`config.mk`:
```
export PLATFORM = sky130hd
export DESIGN_NAME = bitwise_operand_stager
export DESIGN_NICKNAME = d
export VERILOG_FILES = /design/src/rtl/bitwise_stager_pkg.sv /design/src/rtl/operand_pair_fifo.sv /design/src/rtl/bitwise_operand_stager.sv
export SDC_FILE = /design/constraint.sdc
export NUM_CORES = 1
export LEC_CHECK = 0
export ABC_CLOCK_PERIOD_IN_PS = 2300
export CAP_MARGIN = 20
export CORE_MARGIN = 2
export CORE_UTILIZATION = 45
export CTS_CLUSTER_SIZE = 25
export DETAILED_ROUTE_END_ITERATION = 12
export PLACE_DENSITY_LB_ADDON = 0.05
export SLEW_MARGIN = 40
export SYNTH_ARGS = -nofsm -noshare
export SYNTH_HDL_FRONTEND = slang
export SYNTH_HIERARCHICAL = 1
export SYNTH_SLANG_ARGS = --single-unit
```
`constraint.sdc`:
```
create_clock -name clk -period 2.3 [get_ports clk]
set_input_delay 0.575 -clock clk [delete_from_list [all_inputs] [get_ports clk]]
set_output_delay 0.575 -clock clk [all_outputs]
set_load 0.01 [all_outputs]
```
`src/rtl/bitwise_stager_pkg.sv`:
```
// Shared constants and FSM state type for the bitwise operand stager.
package bitwise_stager_pkg;
  localparam int DEFAULT_WIDTH = 8;
  localparam int DEFAULT_DEPTH = 2;
  localparam int TIMEOUT_MAX   = 255;

  typedef enum logic {
    COLLECT_A = 1'b0,
    COLLECT_B = 1'b1
  } stager_state_e;
endpackage

```
`src/rtl/operand_pair_fifo.sv`:
```
// Circular FIFO of {A,B} operand pairs; head reads as zero when empty.
module operand_pair_fifo #(
  parameter int DW    = 16,
  parameter int DEPTH = 2,
  localparam int AW   = $clog2(DEPTH),
  localparam int CW   = AW + 1
) (
  input  logic          clk,
  input  logic          rst_n,
  input  logic          push,
  input  logic [DW-1:0] wr_data,
  input  logic          pop,
  output logic [DW-1:0] rd_data,
  output logic [CW-1:0] count
);
  logic [DEPTH-1:0][DW-1:0] mem;
  logic [AW-1:0]            wptr, rptr;

  always_ff @(posedge clk) begin
    if (push) mem[wptr] <= wr_data;
  end

  // DEPTH is a power of two, so pointers wrap by natural overflow.
  always_ff @(posedge clk or negedge rst_n) begin
    if (!rst_n) begin
      wptr  <= '0;
      rptr  <= '0;
      count <= '0;
    end else begin
      if (push) wptr <= wptr + 1'b1;
      if (pop)  rptr <= rptr + 1'b1;
      case ({push, pop})
        2'b10:   count <= count + 1'b1;
        2'b01:   count <= count - 1'b1;
        default: count <= count;
      endcase
    end
  end

  assign rd_data = (count != '0) ? mem[rptr] : '0;
endmodule

```
`src/rtl/bitwise_operand_stager.sv`:
```
// Pairs an operand byte stream into {A,B} and queues the pairs for a bitwise operator.
// Optional held-A timeout is enabled by defining BITWISE_STAGER_TIMEOUT_EN.
module bitwise_operand_stager
  import bitwise_stager_pkg::*;
#(
  parameter int WIDTH = DEFAULT_WIDTH,
  parameter int DEPTH = DEFAULT_DEPTH,
  localparam int CW   = $clog2(DEPTH) + 1
) (
  input  logic             clk,
  input  logic             rst_n,
  input  logic [WIDTH-1:0] in_data,
  input  logic             in_valid,
  input  logic             in_sync,
  output logic             in_ready,
  output logic [WIDTH-1:0] out_a,
  output logic [WIDTH-1:0] out_b,
  output logic             out_valid,
  input  logic             out_ready,
  output logic             pending,
  output logic [CW-1:0]    count,
  output logic             timeout
);
  stager_state_e    state_q, state_d;
  logic [WIDTH-1:0] a_q;
  logic             in_ready_q;
  logic             acc, push, pop, tmo_hit;
  logic [CW-1:0]    cnt_nxt;

  assign in_ready  = in_ready_q;
  assign acc       = in_valid && in_ready_q;
  assign push      = acc && (state_q == COLLECT_B) && !in_sync;
  assign out_valid = (count != '0);
  assign pop       = out_valid && out_ready;
  assign pending   = (state_q == COLLECT_B);
  // Look ahead one edge so in_ready never lags a push that fills the FIFO.
  assign cnt_nxt   = count + CW'(push) - CW'(pop);

  always_ff @(posedge clk or negedge rst_n) begin
    if (!rst_n) begin
      state_q    <= COLLECT_A;
      a_q        <= '0;
      in_ready_q <= 1'b0;
    end else begin
      state_q    <= state_d;
      in_ready_q <= (cnt_nxt < CW'(DEPTH));
      if (acc && ((state_q == COLLECT_A) || in_sync)) a_q <= in_data;
    end
  end

  always_comb begin
    state_d = state_q;
    case (state_q)
      COLLECT_A: if (acc) state_d = COLLECT_B;
      COLLECT_B: if (push || tmo_hit) state_d = COLLECT_A;
      default:   state_d = COLLECT_A;
    endcase
  end

`ifdef BITWISE_STAGER_TIMEOUT_EN
  logic [7:0] tmo_cnt_q;
  logic       timeout_q;

  // Fires on the idle cycle that would take the counter to TIMEOUT_MAX; an accepted beat wins.
  assign tmo_hit = (state_q == COLLECT_B) && !acc && (tmo_cnt_q == 8'(TIMEOUT_MAX - 1));
  assign timeout = timeout_q;

  always_ff @(posedge clk or negedge rst_n) begin
    if (!rst_n) begin
      tmo_cnt_q <= '0;
      timeout_q <= 1'b0;
    end else begin
      timeout_q <= tmo_hit;
      if (acc && ((state_q == COLLECT_A) || in_sync)) tmo_cnt_q <= '0;
      else if ((state_q == COLLECT_B) && !acc)        tmo_cnt_q <= tmo_cnt_q + 1'b1;
    end
  end
`else
  assign tmo_hit = 1'b0;
  assign timeout = 1'b0;
`endif

  operand_pair_fifo #(
    .DW    (2 * WIDTH),
    .DEPTH (DEPTH)
  ) u_fifo (
    .clk     (clk),
    .rst_n   (rst_n),
    .push    (push),
    .wr_data ({a_q, in_data}),
    .pop     (pop),
    .rd_data ({out_a, out_b}),
    .count   (count)
  );
endmodule

```
# [Yosys cells after proc, flatten, opt, wreduce, memory -nomap -nowiden]
# Index checks and enable logic that the tools add are counted.
[classes] n_eq_ne=2 n_mux=10 n_bitwise=1 addsub=6 order_cmp=4 n_reduce_logical=10
[ops] op="16-bit 2-to-1 mux" n=4
[ops] op="32-bit bitwise mux" n=1
[ops] op="16-bit demux with 1-bit select" n=1
[ops] op="1-bit logical AND" n=6
[ops] op="1-bit by 2-bit less-than comparator with 1-bit output (second input constant)" n=2
[ops] op="2-bit case mux with 2 select lines" n=1
[ops] op="2-bit nonzero test" n=2
[ops] op="1-bit adder (second input constant)" n=2
[ops] op="2-bit by 1-bit adder with 2-bit output" n=1
[ops] op="2-bit by 1-bit adder with 2-bit output (second input constant)" n=1
[ops] op="2-bit by 1-bit equality test with 1-bit output (second input constant)" n=1
[ops] op="2-bit equality test (second input constant)" n=1
[ops] op="2-bit less-than comparator (second input constant)" n=1
[ops] op="1-bit 2-to-1 mux" n=2
[ops] op="1-bit case mux with 2 select lines" n=1
[ops] op="2-bit by 1-bit subtractor with 2-bit output" n=1
[ops] op="2-bit by 1-bit subtractor with 2-bit output (second input constant)" n=1
[ops] op="1-bit greater-or-equal comparator (second input constant)" n=1
[ops] op="1-bit logical NOT" n=1
[ops] op="1-bit logical OR" n=1
[ops] op="1-bit NOT" n=1
[totals] reg_bits=46 in_bits=13 word_cells=41

# [Depth between registers and ports, before layout]
[depth] word_depth=6 ltp_mapped=7

# [By module]
# Netlist, hierarchy kept.
[modules_own_cells] mod="operand_pair_fifo" instances=1 cells_each=82 area_per_inst_um2=1400.1 seq_area_each_um2=1061.0
[modules_own_cells] mod="bitwise_operand_stager" instances=1 cells_each=33 area_per_inst_um2=491.7 seq_area_each_um2=250.2

# [Least setup slack after synthesis]
# OpenSTA, ideal clock, no wires.
[synth_timing] path_kind="input -> register" from="input port in_sync" to="register u_fifo/mem[0] (netlist name) (enable)" slack_ns=0.224 cell_stages=4 t_arrival_ns=1.688 path_cell_list="nor2b_4 and2b_2 inv_1 nor2_1"
[synth_between] elab_chain_len=2
[synth_lines] element="from (decl)" line_no="bitwise_operand_stager.sv:14" text="input logic in_sync,"
[synth_lines] element="1-bit logical NOT" line_no="bitwise_operand_stager.sv:32" text="assign push = acc && (state_q == COLLECT_B) && !in_sync;"
[synth_lines] element="1-bit logical AND" line_no="bitwise_operand_stager.sv:32"
[synth_lines] element="named net push" line_no="bitwise_operand_stager.sv:27" text="logic acc, push, pop, tmo_hit;"
[synth_lines] element="to (signal, indexed assignment)" line_no="operand_pair_fifo.sv:20" text="if (push) mem[wptr] <= wr_data;"
[synth_lines] element="to (decl)" line_no="operand_pair_fifo.sv:16" text="logic [DEPTH-1:0][DW-1:0] mem;"
# The timed path passes the listed nets, and every way through them passes these cells.
# A chain may end at the register's enable or synchronous reset.

# [Worst setup path after layout]
[layout_timing] from="register u_fifo.count[0]" to="output port out_valid"
[layout_between] elab_chain_len=1
[layout_lines] element="from (decl)" line_no="operand_pair_fifo.sv:14" text="output logic [CW-1:0] count"
[layout_lines] element="from (signal assigned)" line_no="operand_pair_fifo.sv:33" text="2'b10: count <= count + 1'b1;"
[layout_lines] element="from (signal assigned)" line_no="operand_pair_fifo.sv:34" text="2'b01: count <= count - 1'b1;"
[layout_lines] element="from (signal assigned)" line_no="operand_pair_fifo.sv:35" text="default: count <= count;"
[layout_lines] element="2-bit nonzero test" line_no="bitwise_operand_stager.sv:33" text="assign out_valid = (count != '0);"
[layout_lines] element="to (decl)" line_no="bitwise_operand_stager.sv:18" text="output logic out_valid,"
# Every way passes these cells.

==> results.md <==
- CP Max Fanout: 5
- Clock Path Buffers: 2
- Final period util: 96.1%
- Synth Flop Type: edfxtp_1
- First-pass GRT wire length: slightly above 5 mm
- Reg2Reg Depth: 6
- Syn Std Cell Area: about 0.0019 mm2
- Nets@finish: 176
- Worst EP required: 1730 ps
- Starting Density: between 40% and 50%
- Critical Path Start: u_fifo/count[0]$_DFFE_PN0P_
- Startpoint Class: flop
- R2R Setup Slk: roughly 530 ps
- IO buf count: 33
- Synth top area cells: edfxtp_1, dfrtp_1, mux2i_1
- Total power: between 3000 and 4000 uW
- Reg2reg start: u_fifo/count[0]$_DFFE_PN0P_
- Status: finished clean
- Buf/Inv on CP: 2
- CTS tree: done
- Sequential share of power: between 30% and 40%
- Die Height: between 60 and 70 um
- Die ar.: ~0.0047 mm2
- Commonest cells post-synth: edfxtp_1, nor2_1, mux2i_1
- Share of post-route cells with drive strength above 1: about a fifth
- Initial antenna violation count: 0
- Pwr dens: around 1300 mW/mm2
- DRC violations left: 0
- Final Wtd Congestion: just over 0.7
- Sequential share of the synthesized area: 69.3%
- Final setup violation count: 0
- Slowest CP cell: clkdlybuf4s50_1
- GRT Residual Overflow: 0
- Post-route minimum period: roughly 2200 ps
- Family with the most delay on the worst path: buffers and inverters
- Vias per inst: between 4 and 5
- EDFF count, synth: 32
- Yosys Warn Count: 6
- Static Leakage: slightly above 0.001 uW
- Max Clock Skew: approximately 2.9 ps
- TritonRoute pass-1 iters: 2
- Fin. Hold Viols: 0
- Final-layout fill cell count: roughly 330
- Num ports: 35
- WP depth: 3
- Syn_nets: 130
- Number of global-route vias before repair: between 1000 and 1500
- CORE AREA: slightly above 0.004 mm2
- Max H-tree Level: 2
- Crit path DAT: around 1600 ps
- Top cell type by total area after synthesis: edfxtp_1
- Combinational power share: a little over two fifths
- Worst Hold Class: reg2reg
- Yosys cell types: 22
- Post-Syn Area per Cell: around 16 um2
- Fin Setup TNS: 0 ps
- Max VDD drop: 0.696 mV
- Crit path to: out_valid
- Max stage delay on crit path: 480 ps
- Most common cell in the netlist: edfxtp_1
- Number of diodes: 0
- Mapped Cells: around 120
- RSZ-0062 raised after global routing: no
- Highest clock rate: 453 MHz
- TritonCTS buffer count: 5
- # Max-Cap Violations: 0
- Synth Register Bits: 46
- Top-area cell type share of the netlist area: about half
- Clock Power Share: a little under a fifth
- WL per Instance: 14.4 um
- Max-slew violation count: 0
- DRT iter0 DRCs: a little over 50
- Total number of vias: a little over 1000
- Ys async rst share: a little under a third
- Clk pin slew, worst setup/hold paths: approximately 80 ps
- Die width: ~70 um
- P_int: between 2000 and 2500 uW
- Root Driver: clkbuf_8
- CTS Hold Bufs: 0
- Critical-path cell list: buf_4, or2_2, clkdlybuf4s50_1
- Post-DP HPWL: slightly above 2 mm
- Post-route ant nets: 0
- # rows: 23
- Final wirelength: about 3.0 mm
- GRT Total Usage: roughly 15%
- RR Endpoint: u_fifo/count[1]$_DFFE_PN0P_
- # clock sinks: between 40 and 50
- CP Capture Type: output port
- Kind of critical path: reg2out
- NetSw: between 900 and 1000 uW
- Worst skew pair latency: around 290 ps
- Largest net degree at the start of global routing: 17
- Sw Share: between 20 and 30%
- Area Growth Syn to Fin: 29.6%
-- final cells by class --
class                      count  area, um2  share of cell area [%]
multi-input combinational     63        532                    21.7
clock buffer                   6       82.6                    3.37
clock inverter                 1       30.0                    1.23
inverter                       2       7.51                   0.306
sequential                    46       1310                    53.5
tap                           50       62.6                    2.55
timing repair buffer          43        425                    17.4
-- power groups by stage --
| stage | sequential [uW] | combinational, uW | clock, uW |
|---|---|---|---|
| floorplan | 1260 | 749 | 0 |
| global placement | 1240 | 1270 | 0 |
| detailed placement | 1250 | 1290 | 0 |
| CTS | 1240 | 1300 | 606 |
| global route | 1260 | 1440 | 639 |
| finish | 1240 | 1310 | 590 |
-- kinds of logic (layout without fill, tap and decap cells) --
kind of cell    after synthesis  count (layout)  synth area share (%)
compound gates                1               1                 0.264
mux                          24              24                  14.8
xor+xnor                      7               7                  3.24
buf+inv                       6              52                  2.84
fa+ha+maj                     2               2                  1.32
simple gates                 28              28                  8.00
flops                        46              46                  69.3
other cells                   1               1                 0.198
-- metal layers --
metal  part of all wire (%)  track usage [%]
met5                      0                0
met4                    1.8             5.88
met3                    4.9             5.36
met2                     51             25.6
met1                     42             18.8
-- worst register-to-register path, delay by kind of cell (launching register included) --
family	cells	cell delay (ps)
AND/OR/NAND/NOR	3	650
flip-flops	1	410
adder cells (fa/ha/maj)	1	320
buffers and inverters	1	160
XOR/XNOR	1	160
-- metrics by stage --
step	hold slack, ps	setup slack (ps)	area [um2]	cells	util, %
finish	480	90.1	2450	211	60.8
global placement	453	125	2310	203	57.2
floorplan	279	224	1890	115	-
global route	504	1.94	2450	211	60.8
CTS	482	3.70	2420	210	60.2
detailed placement	462	80.6	2310	203	57.2
-- sequential cells by signal, summed over array words and instances, names as in the netlist --
| register | cells |
|---|---|
| u_fifo/mem | 32 |
| a_q | 8 |
| u_fifo/count | 2 |
| in_ready | 1 |
| pending | 1 |
| u_fifo/rptr | 1 |
| u_fifo/wptr | 1 |
-- cells in the final DEF (no fill, tap or decap), drive strengths merged --
master / instances
a21oi: 1
and2: 2
and2b: 1
buf: 10
bufinv: 1
clkbuf: 6
clkdlybuf4s50: 30
conb: 1
dfrtp: 14
dlymetal6s2s: 3
edfxtp: 32
ha: 2
inv: 2
mux2: 8
mux2i: 16
nand2: 1
nor2: 21
nor2b: 2
or2: 1
xnor2: 3
xor2: 4
-- worst min path at each step --
stage                             startpoint                        to  depth (start not counted)
after global routing      a_q[1]$_DFFE_PN0P_  u_fifo/mem[25]$_DFFE_PP_                          0
after floorplan                        rst_n        a_q[0]$_DFFE_PN0P_                          0
final                     a_q[1]$_DFFE_PN0P_  u_fifo/mem[25]$_DFFE_PP_                          0
after detailed placement  a_q[1]$_DFFE_PN0P_  u_fifo/mem[25]$_DFFE_PP_                          0
after CTS                 a_q[1]$_DFFE_PN0P_  u_fifo/mem[25]$_DFFE_PP_                          0
after global placement    a_q[0]$_DFFE_PN0P_   u_fifo/mem[8]$_DFFE_PP_                          0
-- repair_timing --
item / 4_1_cts / 5_1_grt
endpoints found under the setup margin: 16 / 16
gates cloned: 0 / 0
resized for setup: 1 / 3
pin swaps: 0 / 1
setup buffers: 0 / 1
Note: power is estimated with default switching activity, not from simulation.
